--- src/rtl/alu_pkg.sv ---
// Shared opcode/state encodings and flag bit positions for the sequential ALU.
package alu_pkg;

  typedef enum logic [2:0] {
    OP_ADD = 3'b000,
    OP_SUB = 3'b001,
    OP_AND = 3'b010,
    OP_OR  = 3'b011,
    OP_XOR = 3'b100,
    OP_LSL = 3'b101,
    OP_LSR = 3'b110,
    OP_MUL = 3'b111
  } alu_op_e;

  typedef enum logic [1:0] {
    S_IDLE = 2'd0,
    S_MUL  = 2'd1,
    S_DONE = 2'd2
  } state_e;

  localparam int N_IDX = 3;
  localparam int Z_IDX = 2;
  localparam int C_IDX = 1;
  localparam int V_IDX = 0;

  function automatic logic [3:0] pack_flags(input logic n, input logic z,
                                            input logic c, input logic v);
    logic [3:0] f;
    f        = '0;
    f[N_IDX] = n;
    f[Z_IDX] = z;
    f[C_IDX] = c;
    f[V_IDX] = v;
    return f;
  endfunction

endpackage

--- src/rtl/seq_alu_if.sv ---
// Request/response handshake bundle between a requester and seq_alu.
interface seq_alu_if #(parameter int WIDTH = 32);
  logic             InValid;
  logic             InReady;
  logic [WIDTH-1:0] a;
  logic [WIDTH-1:0] b;
  logic [2:0]       ALUControl;
  logic             OutValid;
  logic             OutReady;
  logic [WIDTH-1:0] Result;
  logic [3:0]       ALUFlags;

  modport master (
    output InValid, a, b, ALUControl, OutReady,
    input  InReady, OutValid, Result, ALUFlags
  );

  modport slave (
    input  InValid, a, b, ALUControl, OutReady,
    output InReady, OutValid, Result, ALUFlags
  );
endinterface

--- src/rtl/shift_add_mul.sv ---
// Unsigned shift-add multiplier: one partial product per cycle, WIDTH cycles after start.
module shift_add_mul #(
  parameter int WIDTH = 32
) (
  input  logic             clk,
  input  logic             rst_n,
  input  logic             start,
  input  logic [WIDTH-1:0] a,
  input  logic [WIDTH-1:0] b,
  output logic             done,
  output logic [WIDTH-1:0] product_lo,
  output logic             product_hi_nz
);
  localparam int CW = $clog2(WIDTH);

  logic [WIDTH-1:0]   r_mcand;
  logic [2*WIDTH-1:0] r_prod;
  logic [CW-1:0]      r_cnt;
  logic               r_busy;
  logic [WIDTH:0]     w_sum;
  logic [2*WIDTH-1:0] w_prod_nxt;

  // Low half starts as the multiplier; its LSB selects the add, then all shifts right.
  assign w_sum      = {1'b0, r_prod[2*WIDTH-1:WIDTH]} + (r_prod[0] ? {1'b0, r_mcand} : '0);
  assign w_prod_nxt = {w_sum, r_prod[WIDTH-1:1]};

  // Outputs reflect the step being taken this cycle, so the final edge can load them.
  assign done          = r_busy && (r_cnt == CW'(WIDTH-1));
  assign product_lo    = w_prod_nxt[WIDTH-1:0];
  assign product_hi_nz = |w_prod_nxt[2*WIDTH-1:WIDTH];

  always_ff @(posedge clk or negedge rst_n) begin
    if (!rst_n) begin
      r_mcand <= '0;
      r_prod  <= '0;
      r_cnt   <= '0;
      r_busy  <= 1'b0;
    end else if (start) begin
      r_mcand <= a;
      r_prod  <= {{WIDTH{1'b0}}, b};
      r_cnt   <= '0;
      r_busy  <= 1'b1;
    end else if (r_busy) begin
      r_prod <= w_prod_nxt;
      r_cnt  <= r_cnt + 1'b1;
      if (done) r_busy <= 1'b0;
    end
  end

endmodule

--- src/rtl/seq_alu.sv ---
// Handshaked ALU: single-cycle ADD/SUB/logic/shift ops, WIDTH-cycle shift-add MUL.
module seq_alu
  import alu_pkg::*;
#(
  parameter int WIDTH = 32
) (
  input  logic     clk,
  input  logic     rst_n,
  seq_alu_if.slave bus
);
  localparam int SHW = $clog2(WIDTH);

  if (WIDTH < 8 || WIDTH > 64 || (WIDTH & (WIDTH - 1)) != 0) begin : g_bad_width
    $error("seq_alu: WIDTH must be a power of two between 8 and 64");
  end

  state_e           r_state, w_state_nxt;
  logic             w_in_ready, w_out_valid, w_accept, w_is_mul;
  logic             w_mul_done, w_mul_hi_nz;
  logic [WIDTH-1:0] w_mul_lo;
  alu_op_e          w_op;

  logic [WIDTH-1:0] w_b_op, w_res;
  logic [WIDTH:0]   w_add, w_shl, w_shr;
  logic             w_c, w_v;
  logic [3:0]       w_flags;
  logic [WIDTH-1:0] r_result;
  logic [3:0]       r_flags;

  assign w_op     = alu_op_e'(bus.ALUControl);
  assign w_is_mul = (w_op == OP_MUL);
  assign w_accept = bus.InValid && w_in_ready;

  always_ff @(posedge clk or negedge rst_n) begin
    if (!rst_n) r_state <= S_IDLE;
    else        r_state <= w_state_nxt;
  end

  always_comb begin
    w_state_nxt = r_state;
    case (r_state)
      S_IDLE: if (w_accept) w_state_nxt = w_is_mul ? S_MUL : S_DONE;
      S_MUL:  if (w_mul_done) w_state_nxt = S_DONE;
      S_DONE: begin
        if (w_accept)          w_state_nxt = w_is_mul ? S_MUL : S_DONE;
        else if (bus.OutReady) w_state_nxt = S_IDLE;
      end
      default: w_state_nxt = S_IDLE;
    endcase
  end

  always_comb begin
    w_in_ready  = 1'b0;
    w_out_valid = 1'b0;
    case (r_state)
      S_IDLE: w_in_ready = 1'b1;
      S_DONE: begin
        w_out_valid = 1'b1;
        w_in_ready  = bus.OutReady;
      end
      default: ;
    endcase
  end

  // One adder serves ADD and SUB: SUB is a + ~b + 1, selected by opcode bit 0.
  assign w_b_op = bus.ALUControl[0] ? ~bus.b : bus.b;
  assign w_add  = {1'b0, bus.a} + {1'b0, w_b_op} + {{WIDTH{1'b0}}, bus.ALUControl[0]};
  // The extra bit catches the last bit shifted out; it stays 0 for a zero shift.
  assign w_shl  = {1'b0, bus.a} << bus.b[SHW-1:0];
  assign w_shr  = {bus.a, 1'b0} >> bus.b[SHW-1:0];

  always_comb begin
    w_res = '0;
    w_c   = 1'b0;
    w_v   = 1'b0;
    case (w_op)
      OP_ADD, OP_SUB: begin
        w_res = w_add[WIDTH-1:0];
        w_c   = w_add[WIDTH];
        w_v   = (bus.a[WIDTH-1] == w_b_op[WIDTH-1]) && (w_add[WIDTH-1] != bus.a[WIDTH-1]);
      end
      OP_AND: w_res = bus.a & bus.b;
      OP_OR:  w_res = bus.a | bus.b;
      OP_XOR: w_res = bus.a ^ bus.b;
      OP_LSL: begin
        w_res = w_shl[WIDTH-1:0];
        w_c   = w_shl[WIDTH];
      end
      OP_LSR: begin
        w_res = w_shr[WIDTH:1];
        w_c   = w_shr[0];
      end
      default: ;
    endcase
  end

  assign w_flags = pack_flags(w_res[WIDTH-1], ~|w_res, w_c, w_v);

  shift_add_mul #(.WIDTH(WIDTH)) u_mul (
    .clk          (clk),
    .rst_n        (rst_n),
    .start        (w_accept && w_is_mul),
    .a            (bus.a),
    .b            (bus.b),
    .done         (w_mul_done),
    .product_lo   (w_mul_lo),
    .product_hi_nz(w_mul_hi_nz)
  );

  always_ff @(posedge clk or negedge rst_n) begin
    if (!rst_n) begin
      r_result <= '0;
      r_flags  <= '0;
    end else if (w_accept && !w_is_mul) begin
      r_result <= w_res;
      r_flags  <= w_flags;
    end else if (r_state == S_MUL && w_mul_done) begin
      r_result <= w_mul_lo;
      r_flags  <= pack_flags(w_mul_lo[WIDTH-1], ~|w_mul_lo, w_mul_hi_nz, 1'b0);
    end
  end

  assign bus.InReady  = w_in_ready;
  assign bus.OutValid = w_out_valid;
  assign bus.Result   = r_result;
  assign bus.ALUFlags = r_flags;

endmodule

--- src/flat_wrapper.sv ---
// flat-port wrapper written by rule: the top's interface ports become plain ports
module seq_alu_flat import alu_pkg::*;
#(
  parameter int WIDTH = 32
)
  (clk, rst_n, bus_InValid, bus_a, bus_b, bus_ALUControl, bus_OutReady, bus_InReady, bus_OutValid, bus_Result, bus_ALUFlags);
  seq_alu_if #(.WIDTH(WIDTH)) bus_i ();
  input  logic clk;
  input  logic rst_n;
  input wire logic [$bits(bus_i.InValid)-1:0] bus_InValid;
  input wire logic [$bits(bus_i.a)-1:0] bus_a;
  input wire logic [$bits(bus_i.b)-1:0] bus_b;
  input wire logic [$bits(bus_i.ALUControl)-1:0] bus_ALUControl;
  input wire logic [$bits(bus_i.OutReady)-1:0] bus_OutReady;
  output wire logic [$bits(bus_i.InReady)-1:0] bus_InReady;
  output wire logic [$bits(bus_i.OutValid)-1:0] bus_OutValid;
  output wire logic [$bits(bus_i.Result)-1:0] bus_Result;
  output wire logic [$bits(bus_i.ALUFlags)-1:0] bus_ALUFlags;
  assign bus_i.InValid = bus_InValid;
  assign bus_i.a = bus_a;
  assign bus_i.b = bus_b;
  assign bus_i.ALUControl = bus_ALUControl;
  assign bus_i.OutReady = bus_OutReady;
  assign bus_InReady = bus_i.InReady;
  assign bus_OutValid = bus_i.OutValid;
  assign bus_Result = bus_i.Result;
  assign bus_ALUFlags = bus_i.ALUFlags;
  seq_alu #(.WIDTH(WIDTH)) u_core (.clk(clk), .rst_n(rst_n), .bus(bus_i));
endmodule
--- config.mk ---
export PLATFORM = sky130hd
export DESIGN_NAME = seq_alu_flat
export DESIGN_NICKNAME = d
export VERILOG_FILES = /design/src/rtl/alu_pkg.sv /design/src/rtl/seq_alu_if.sv /design/src/rtl/shift_add_mul.sv /design/src/rtl/seq_alu.sv /design/src/flat_wrapper.sv
export SDC_FILE = /design/constraint.sdc
export NUM_CORES = 1
export LEC_CHECK = 0
export BUFFER_PORTS_ARGS = -buffer_cell sky130_fd_sc_hd__clkbuf_2
export CORE_MARGIN = 2
export CORE_UTILIZATION = 55
export CTS_CLUSTER_DIAMETER = 40
export DETAILED_ROUTE_END_ITERATION = 8
export PLACE_DENSITY = 0.73
export SLEW_MARGIN = 40
export SYNTH_ARGS = -nofsm -noshare
export SYNTH_HDL_FRONTEND = slang
export SYNTH_SLANG_ARGS = --single-unit
--- constraint.sdc ---
create_clock -name clk -period 7.4 [get_ports clk]
set_clock_uncertainty 0.05 [all_clocks]
set_input_delay 1.48 -clock clk [delete_from_list [all_inputs] [get_ports clk]]
set_output_delay 1.48 -clock clk [all_outputs]
set_load 0.05 [all_outputs]
Word level (Yosys, flattened, before mapping)
Cells that the tools add are included.
{"block": "classes", "mux": 24, "n_eq_ne": 15, "reduce_logical": 18, "n_shift": 2, "n_addsub": 4, "bitwise_logic": 4}
{"operator": "32-bit case mux with 6 select lines", "n": 1}
{"operator": "32-bit two-way mux", "n": 4}
{"operator": "64-bit two-way mux", "n": 2}
{"operator": "32-bit OR reduction", "n": 3}
{"operator": "32-bit by 32-bit adder with 33-bit output", "n": 1}
{"operator": "32-bit by 33-bit adder with 33-bit output", "n": 1}
{"operator": "33-bit by 1-bit adder with 33-bit output", "n": 1}
{"operator": "32-bit by 5-bit << shifter with 33-bit output", "n": 1}
{"operator": "33-bit by 5-bit >> shifter with 33-bit output", "n": 1}
{"operator": "32-bit AND", "n": 1}
{"operator": "32-bit NOT", "n": 1}
{"operator": "32-bit OR", "n": 1}
{"operator": "32-bit bitwise XOR", "n": 1}
{"operator": "3-bit == test (second input constant)", "n": 4}
{"operator": "2-bit two-way mux", "n": 5}
{"operator": "5-bit two-way mux", "n": 2}
{"operator": "4-bit two-way mux", "n": 2}
{"operator": "3-bit by 2-bit == test with 1-bit output (second input constant)", "n": 2}
{"operator": "1-bit logical AND", "n": 6}
{"operator": "2-bit case mux with 3 select lines", "n": 1}
{"operator": "5-bit by 1-bit adder with 5-bit output (second input constant)", "n": 1}
{"operator": "5-bit == test (second input constant)", "n": 1}
{"operator": "1-bit two-way mux", "n": 5}
{"operator": "2-bit by 1-bit != test with 1-bit output (second input constant)", "n": 2}
{"operator": "other kinds (14)", "n": 17}
{"block": "word_totals", "inputBits": 71, "regBits": 140}

Logic depth before layout (Yosys ltp)
Gate-level depths: netlist of the first run.
{"block": "logic_depth", "word_depth": 8, "depth_mapped": 20, "depth_no_buf": 13}

Hierarchy
Synthesis of the first run repeated with hierarchy kept, for this count alone.
{"block": "hier_totals", "cells_unflattened": 1888, "area_unflattened_um2": 15859.0}
{"mod": "seq_alu", "area_each_um2": 9476.6, "cells_per_inst": 1237, "n_inst": 1}
{"mod": "shift_add_mul", "area_each_um2": 6382.4, "cells_per_inst": 651, "n_inst": 1}

Least setup slack after synthesis of the first run
OpenSTA, ideal clock, no wires.
{"block": "synth_path", "path_type": "input -> register", "startpoint": "input port bus_ALUControl[0]", "endpoint": "register u_core.r_flags[2] (netlist: u_core.bus.ALUFlags[2])", "t_required_ns": 7.247, "n_path_buf": 6, "slack_ns": 1.101, "setup_ns": 0.103, "path_stages": 18, "arrival_time_ns": 6.146, "path_cell_list": "buf_2 > clkbuf_1 > clkbuf_1 > buf_1 > buf_1 > clkbuf_1 > xor2_1 > ha_1 > a21oi_1 > o21ai_0 > o31ai_1 > nand2_1 > xor2_1 > a211o_1 > or4_1 > nor4_2 > nand4_1 > o41ai_2"}
{"block": "synth_via", "elab_chain_cells": 7, "elab_cells_between_ends": 19, "cone_classes": "add/sub (2); eq/ne (7); mux (3); reduce/logical (7)"}
{"item": "start, declared", "line_no": "flat_wrapper.sv:13", "text": "input wire logic [$bits(bus_i.ALUControl)-1:0] bus_ALUControl;"}
{"item": "32-bit two-way mux", "line_no": "seq_alu.sv:66", "text": "assign w_b_op = bus.ALUControl[0] ? ~bus.b : bus.b;"}
{"item": "32-bit by 32-bit adder with 33-bit output", "line_no": "seq_alu.sv:67", "text": "assign w_add = {1'b0, bus.a} + {1'b0, w_b_op} + {{WIDTH{1'b0}}, bus.ALUControl[0]};"}
{"item": "33-bit by 1-bit adder with 33-bit output", "line_no": "seq_alu.sv:67"}
{"item": "32-bit case mux with 6 select lines", "line_no": "seq_alu.sv:76", "text": "case (w_op)"}
{"item": "32-bit OR reduction", "line_no": "seq_alu.sv:97", "text": "assign w_flags = pack_flags(w_res[WIDTH-1], ~|w_res, w_c, w_v);"}
{"item": "1-bit zero test", "line_no": "seq_alu.sv:97"}
{"item": "4-bit two-way mux", "line_no": "seq_alu.sv:114", "text": "end else if (w_accept && !w_is_mul) begin"}
{"item": "end signal, assigned", "line_no": "seq_alu.sv:116", "text": "r_flags <= w_flags;"}
{"item": "end signal, assigned", "line_no": "seq_alu.sv:119", "text": "r_flags <= pack_flags(w_mul_lo[WIDTH-1], ~|w_mul_lo, w_mul_hi_nz, 1'b0);"}
{"item": "end, declared", "line_no": "seq_alu.sv:28", "text": "logic [3:0] r_flags;"}
Several ways; a longest one is shown, not always the timed one.
A chain may end at the register's enable or synchronous reset.

Worst setup path in the final report of the first run
{"block": "layout_path", "startpoint": "input port bus_b[2]", "endpoint": "register u_core.r_flags[2] (netlist: u_core.bus.ALUFlags[2])"}
{"block": "layout_via", "elab_chain_cells": 8, "elab_cells_between_ends": 13, "cone_classes": "add/sub (2); shift (2); mux (3); bitwise (4); reduce/logical (2)"}
{"item": "start, declared", "line_no": "flat_wrapper.sv:12", "text": "input wire logic [$bits(bus_i.b)-1:0] bus_b;"}
{"item": "32-bit NOT", "line_no": "seq_alu.sv:66"}
{"item": "32-bit two-way mux", "line_no": "seq_alu.sv:66"}
{"item": "32-bit by 32-bit adder with 33-bit output", "line_no": "seq_alu.sv:67"}
{"item": "33-bit by 1-bit adder with 33-bit output", "line_no": "seq_alu.sv:67"}
{"item": "32-bit case mux with 6 select lines (*)", "line_no": "seq_alu.sv:76"}
{"item": "32-bit OR reduction (*)", "line_no": "seq_alu.sv:97"}
{"item": "1-bit zero test (*)", "line_no": "seq_alu.sv:97"}
{"item": "4-bit two-way mux (*)", "line_no": "seq_alu.sv:114"}
Mark *: on every way between the ends. The rest lies on a longest branch, timed or not.

==> results of run 1 <==
[path summary, 6_finish.rpt]
check | startpoint | end | slack [ps] | cells after the start
setup / recovery | bus_b[2] | u_core.bus.ALUFlags[2] | 1690 | 12
hold / removal | u_core.u_mul.r_mcand[27] | u_core.u_mul.r_mcand[27] | 450 | 1
setup reg to reg | u_core.u_mul.r_prod[0] | u_core.bus.ALUFlags[1] | 2540 | 14
hold reg to reg | u_core.u_mul.r_mcand[27] | u_core.u_mul.r_mcand[27] | 450 | 1
max in group asynchronous | rst_n | u_core.u_mul.r_prod[2] | 5250 | 2
min in group asynchronous | rst_n | u_core.u_mul.r_prod[27] | 1010 | 1
[routing by layer]
layer,part of all wire,vias up,global-route usage
li1,-,7356,-
met1,0.40,8222,0.608
met2,0.42,1219,0.645
met3,0.12,256,0.118
met4,0.061,4,0.228
met5,0.00032,-,0
[state kept, by name (all words and copies together), names as in the netlist]
signal	count
u_core.u_mul.r_busy	1
u_core.u_mul.r_prod	64
u_core.bus.Result	32
u_core.bus.ALUFlags	3
u_core.u_mul.r_mcand	32
u_core.r_state	2
u_core.u_mul.r_cnt	5
[area by class of cell]
cell class	count	area (um^2)	share of cell area
Inverter	84	315	0.0176
Clock buffer	18	439	0.0246
Tap cell	390	488	0.0273
Timing Repair Buffer	142	856	0.0479
Sequential cell	139	3480	0.195
Clock inverter	14	124	0.00693
Multi-Input combinational cell	1602	12200	0.681
[cells in the final DEF (no fill, tap or decap), types with 39 or more instances in the layout]
cell type	netlist	routed
nand2_1	178	178
nor2_1	159	158
ha_1	138	138
dfrtp_1	139	138
a21oi_1	128	128
mux2i_1	117	117
o21ai_0	114	113
clkbuf_2	0	103
inv_1	82	82
mux2_2	67	67
xor2_1	54	54
mux4_2	50	50
nand3_1	49	48
a22oi_1	39	39
[worst reg2reg max path, delay by kind of cell (launching register included)]
kind            cells  cell delay (ps)
simple gates        5             1470
compound gates      5             1410
fa+ha+maj           2              660
flops               1              520
xor+xnor            1              360
buf+inv             1              270
[logic make-up (layout without fill, tap and decap cells)]
logic type / after synthesis / after routing / synth area share
flip-flops: 139 / 139 / 0.209
AO/OA/AOI/OAI: 542 / 542 / 0.215
buffers and inverters: 245 / 258 / 0.0631
multiplexers: 239 / 239 / 0.191
XOR/XNOR: 82 / 82 / 0.0431
adder cells (fa/ha/maj): 140 / 140 / 0.106
AND/OR/NAND/NOR: 599 / 599 / 0.173
[power by group]
group | switching (mW) | internal (mW) | leakage [nW] | total [mW]
Combinational | 1.91 | 1.12 | 6.24 | 3.03
Clock | 0.379 | 0.451 | 0.280 | 0.830
Sequential | 0.252 | 1.08 | 1.67 | 1.33
[Yosys cell counts, types with 7 or more instances]
library cell / count / area share
a21o_1: 22 / 0.0099
nor2_1: 159 / 0.036
and2_1: 36 / 0.014
a31oi_1: 14 / 0.0053
xnor2_1: 28 / 0.015
o31ai_1: 10 / 0.0045
nor2b_1: 22 / 0.0083
dfrtp_1: 139 / 0.21
ha_1: 138 / 0.10
a21oi_1: 128 / 0.038
buf_2: 26 / 0.0078
nor3_1: 37 / 0.011
buf_6: 8 / 0.0054
xor2_1: 54 / 0.028
o221ai_1: 7 / 0.0037
mux4_2: 50 / 0.068
and3_1: 10 / 0.0038
or3_1: 11 / 0.0041
mux2i_1: 117 / 0.070
o21ai_0: 114 / 0.034
o22ai_1: 30 / 0.011
nand4_1: 30 / 0.011
nand3_1: 49 / 0.015
buf_4: 7 / 0.0032
nand2_1: 178 / 0.040
inv_1: 82 / 0.018
a211oi_1: 24 / 0.011
mux2_2: 67 / 0.045
nand2b_1: 11 / 0.0041
buf_1: 16 / 0.0036
o2111ai_1: 7 / 0.0037
a22oi_1: 39 / 0.018
clkbuf_1: 103 / 0.023
o211ai_1: 28 / 0.013
o21a_1: 21 / 0.0095
nor4_1: 19 / 0.0071
[stage by stage]
stage	util	cells	instance area [um^2]	total power, mW	setup WS [ps]
final	0.601	2389	17900	5.19	1690
after global routing	0.601	2389	17900	5.48	1650
after CTS	0.600	2388	17800	5.10	2000
after detailed placement	0.581	2356	17300	4.24	1510
after global placement	0.581	2356	17300	4.14	1480
after floorplan	-	1986	16600	3.41	1100
==> impl_results.md, run 1 <==
* Arr. time, crit path at 6010 ps
* Die area at 0.0317 mm^2
* Crit-path cells: buf_4, clkinv_1, ha_1, a31oi_1, o21ai_0, a32oi_1, o31ai_1, nor3_1, nand4_1, nor4_2, nand4_1, o41ai_2
* Post-CTS Hold Buffers at 0
* Maximum level of the CTS H-tree at 4
* Synth warnings at 0
* Post-Route Setup TNS at 0 ps
* Max-Cap Viols at 0
* Critical path's top delay family: simple AND/OR/NAND/NOR gates
* RSZ-0062 raised after global routing: false
* Post-synth EDFFs at 0
* Total Routing Usage GR at 0.445
* Die W at 178 um
* Largest net degree at the start of global routing at 95
* Synth cell types at 84
* Critical Path RT at 7700 ps
* CP max-delay cell: clkinv_1
* Initial Util at 0.560
* Post-synth ARST share at 1.00
* Worst-Skew Late Latency at 460 ps
* Post-synthesis cell area at 0.0166 mm^2
* Crit path max fanout at 59
* Slew HR at 0.309
* Run status: completed
* Vias in the first global route at 15878
* Yosys reg bits at 139
* Via-to-Cell Ratio at 7.14
* Cell count after synthesis at 1986
* Crit. End Element: flop
* Initial antenna violation count at 1
* Clk buf depth at 2
* I/O pin count at 109
* PostCTS Resize Cnt at 0
* Global-route wire length before repair at 104 mm
* Final Hold Viols at 0
* Initial DRC Count at 2307
* Crit share post-route at 0.771
* Worst Setup Path Type: in2reg
* Final worst path period need at 5710 ps
* Grt total ovfl at 0
* Final net count at 2197
* Gp weighted congestion at 1.13
* Total CTS buffers at 17
* Leak at 8.20 nW
* Drt total wl at 70.8 mm
* Avg Cell Area, Syn at 8.38 um^2
* Final setup violation count at 0
* Peak supply drop at 0.209 mV
* Syn Nets at 2197
* Routed vias at 17057
* Register area share after synthesis at 0.209
* Fin Hold WS at 453 ps
* Share of cells above drive strength 1 at 0.157
* Main synth FF type: dfrtp_1
* Pwr dens at 291 mW/mm^2
* Drt pass-1 iters at 9
* Sink Count at 139
* Final-report max-slew violation count at 0
* Worst path max stage delay at 790 ps
* Die height at 178 um
* Max Clk Rate at 175 MHz
* Core ar. at 0.0297 mm^2
* Setup repair bufs after CTS at 0
* Crit path top cell by count: nand4_1
* DR WL/cell at 29.6 um
* Diodes inserted at 0
* Clock-pin transition on the worst setup and hold timing paths at 60 ps
* Root Buffer: clkbuf_16
* Area growth syn-to-layout at 7.33%
* CTS tree: built
* CP startpoint kind: input pin
* Least-Margin Pin Slew at 1030 ps
* Class of the worst hold path: reg2reg
* Row Count at 63
* Antenna Nets Post-Route at 0
* Final HPWL DP at 52.9 mm
* FILL cells at 2653
* Detailed-route DRC error count at 0
* IO buf count at 108
* Crit path buffers/inverters at 2
Note: power is estimated with default switching activity, not from simulation.
==> inputs of run 2 (changes only) <==
clock period = 5.39 ns   (was 7.4 ns; I/O delays follow)
==> run 2 against run 1 <==
Combinational power is 36% higher. First-iteration DRC count is 9.4% higher. Total power is 39% higher. Sequential power is 42% higher. Largest power group unchanged. Global-route usage is 0.79 points higher. Via count is 2.4% higher. Sequential cell count stayed put.
==> impl_results.md, run 2 (synthesized netlist as in run 1, its figures left out) <==
* Max-Cap Viols at 0
* Final HPWL DP at 54.7 mm
* Crit path max fanout at 33
* Placement Setup Slack at 420 ps
* GR peak layer: met2
* Slew HR at 0.371
* CP startpoint kind: flop
* Crit-path cells: and2_1, ha_1, fa_1, a21o_1, a221o_1, a21oi_1, o221ai_1, nand2b_1, xnor2_1, nand4_1, nor4b_1, and4_1, a211oi_1
* Post-CTS Hold Buffers at 0
* DR WL/cell at 29.5 um
* Initial DRC Count at 2525
* Clock-pin transition on the worst setup and hold timing paths at 60 ps
* CP max-delay cell: dfrtp_2
* Antenna Nets Post-Route at 0
* Die area at 0.0317 mm^2
* Setup repair bufs after CTS at 0
* Flip-flop and latch area at 0.00348 mm^2
* Largest register FFs at 64
* Gp weighted congestion at 1.14
* Detailed-route DRC error count at 0
* Peak supply drop at 0.261 mV
* Die W at 178 um
* FF-to-FF End: u_core.bus.ALUFlags[1]
* M1 GR Usage at 0.628
* Commonest non-fill, non-tap cells in the layout: nand2_1 (178), nor2_1 (157), ha_1 (138)
* Total power at 7.24 mW
* Worst-Skew Late Latency at 450 ps
* Crit. End Element: flop
* Via-to-Cell Ratio at 7.18
* Class of the worst hold path: reg2reg
* Placed Cells incl. Taps at 2398
* Initial antenna violation count at 4
* Final-report max-slew violation count at 0
* Clk buf depth at 2
* R2R setup slack at 590 ps
* Drt pass-1 iters at 7
* Initial Util at 0.560
* Least-Margin Pin Slew at 943 ps
* DP Area at 0.0176 mm^2
* Largest net degree at the start of global routing at 71
* Met2 GRT Util at 0.644
* Vias in the first global route at 16264
* Grt total ovfl at 0
* Post-Route Setup TNS at 0 ps
* Crit path to: u_core.bus.ALUFlags[1]
* Max Clk Rate at 208 MHz
* Total CTS buffers at 17
* IO buf count at 108
* Critical path's top delay family: simple AND/OR/NAND/NOR gates
* Worst path max stage delay at 590 ps
* CTS tree: built
* Final worst path period need at 4800 ps
* Largest Register: u_core.u_mul.r_prod
* RSZ-0062 raised after global routing: false
* Setup WS post-layout at 586 ps
* Share of cells above drive strength 1 at 0.173
* Drt total wl at 71.9 mm
* Pwr dens at 397 mW/mm^2
* Root Buffer: clkbuf_16
* Leak at 8.40 nW
* Row Count at 63
* CP Launch Point: u_core.u_mul.r_prod[0]
* Final Hold Viols at 0
* Crit path buffers/inverters at 0
* I/O pin count at 109
* Fin cells at 2432
* Reg2reg path depth at 13
* FILL cells at 2570
* Crit share post-route at 0.891
* Worst Setup Path Type: reg2reg
* PostCTS Resize Cnt at 0
* Final setup violation count at 0
* Most common cell after layout, fill and taps aside: nand2_1
* Maximum level of the CTS H-tree at 4
* Core ar. at 0.0297 mm^2
* Area growth syn-to-layout at 9.63%
* Final Cell Area at 0.0183 mm^2
* Critical Path RT at 5630 ps
* Worst r2r src: u_core.u_mul.r_prod[0]
* Worst path depth at 13
* Arr. time, crit path at 5050 ps
* Final net count at 2238
* Total Routing Usage GR at 0.453
* Run status: completed
* Multi-input gate area at 0.0122 mm^2
* Sink Count at 139
* Die height at 178 um
* Global-route wire length before repair at 106 mm
* M3 GR Usage at 0.133
* Routed vias at 17465
[run 2: layer usage]
metal | wire [um] | share of wire | up-vias
met5 | 0 | 0 | -
met4 | 4120 | 0.057 | 0
met3 | 9070 | 0.13 | 274
met2 | 29400 | 0.41 | 1226
met1 | 29200 | 0.41 | 8512
li1 | - | - | 7453
[run 2: power breakdown]
| part | internal [mW] | leakage [nW] | switching (mW) |
|---|---|---|---|
| sequential | 1.48 | 1.67 | 0.408 |
| clock | 0.763 | 0.289 | 0.470 |
| combinational | 1.56 | 6.44 | 2.55 |
| total | 3.81 | 8.40 | 3.43 |
[run 2: stage by stage]
| stage | util | hold WS (ps) |
|---|---|---|
| floorplan | - | 422 |
| global placement | 0.593 | 434 |
| detailed placement | 0.593 | 439 |
| CTS | 0.614 | 453 |
| global route | 0.614 | 464 |
| finish | 0.614 | 449 |
[run 2: cell type report]
type / count / area share
Tap cell: 390 / 0.0267
Inverter: 84 / 0.0173
Clock inverter: 10 / 0.00761
Clock buffer: 22 / 0.0260
Sequential cell: 139 / 0.191
Antenna cell: 2 / 0.000274
Multi-Input combinational cell: 1602 / 0.667
Timing Repair Buffer: 183 / 0.0647
[run 2: worst min-delay path by stage]
stage	from	endpoint	slack, ps	depth (start not counted)
2_1_floorplan	u_core.u_mul.r_mcand[0]	u_core.u_mul.r_mcand[0]	420	1
3_3_place_gp	u_core.u_mul.r_mcand[30]	u_core.u_mul.r_mcand[30]	430	1
3_5_place_dp	u_core.u_mul.r_mcand[7]	u_core.u_mul.r_mcand[7]	440	1
4_1_cts	u_core.u_mul.r_mcand[7]	u_core.u_mul.r_mcand[7]	450	1
5_1_grt	u_core.u_mul.r_mcand[23]	u_core.u_mul.r_mcand[23]	460	1
6_report	u_core.u_mul.r_mcand[7]	u_core.u_mul.r_mcand[7]	450	1
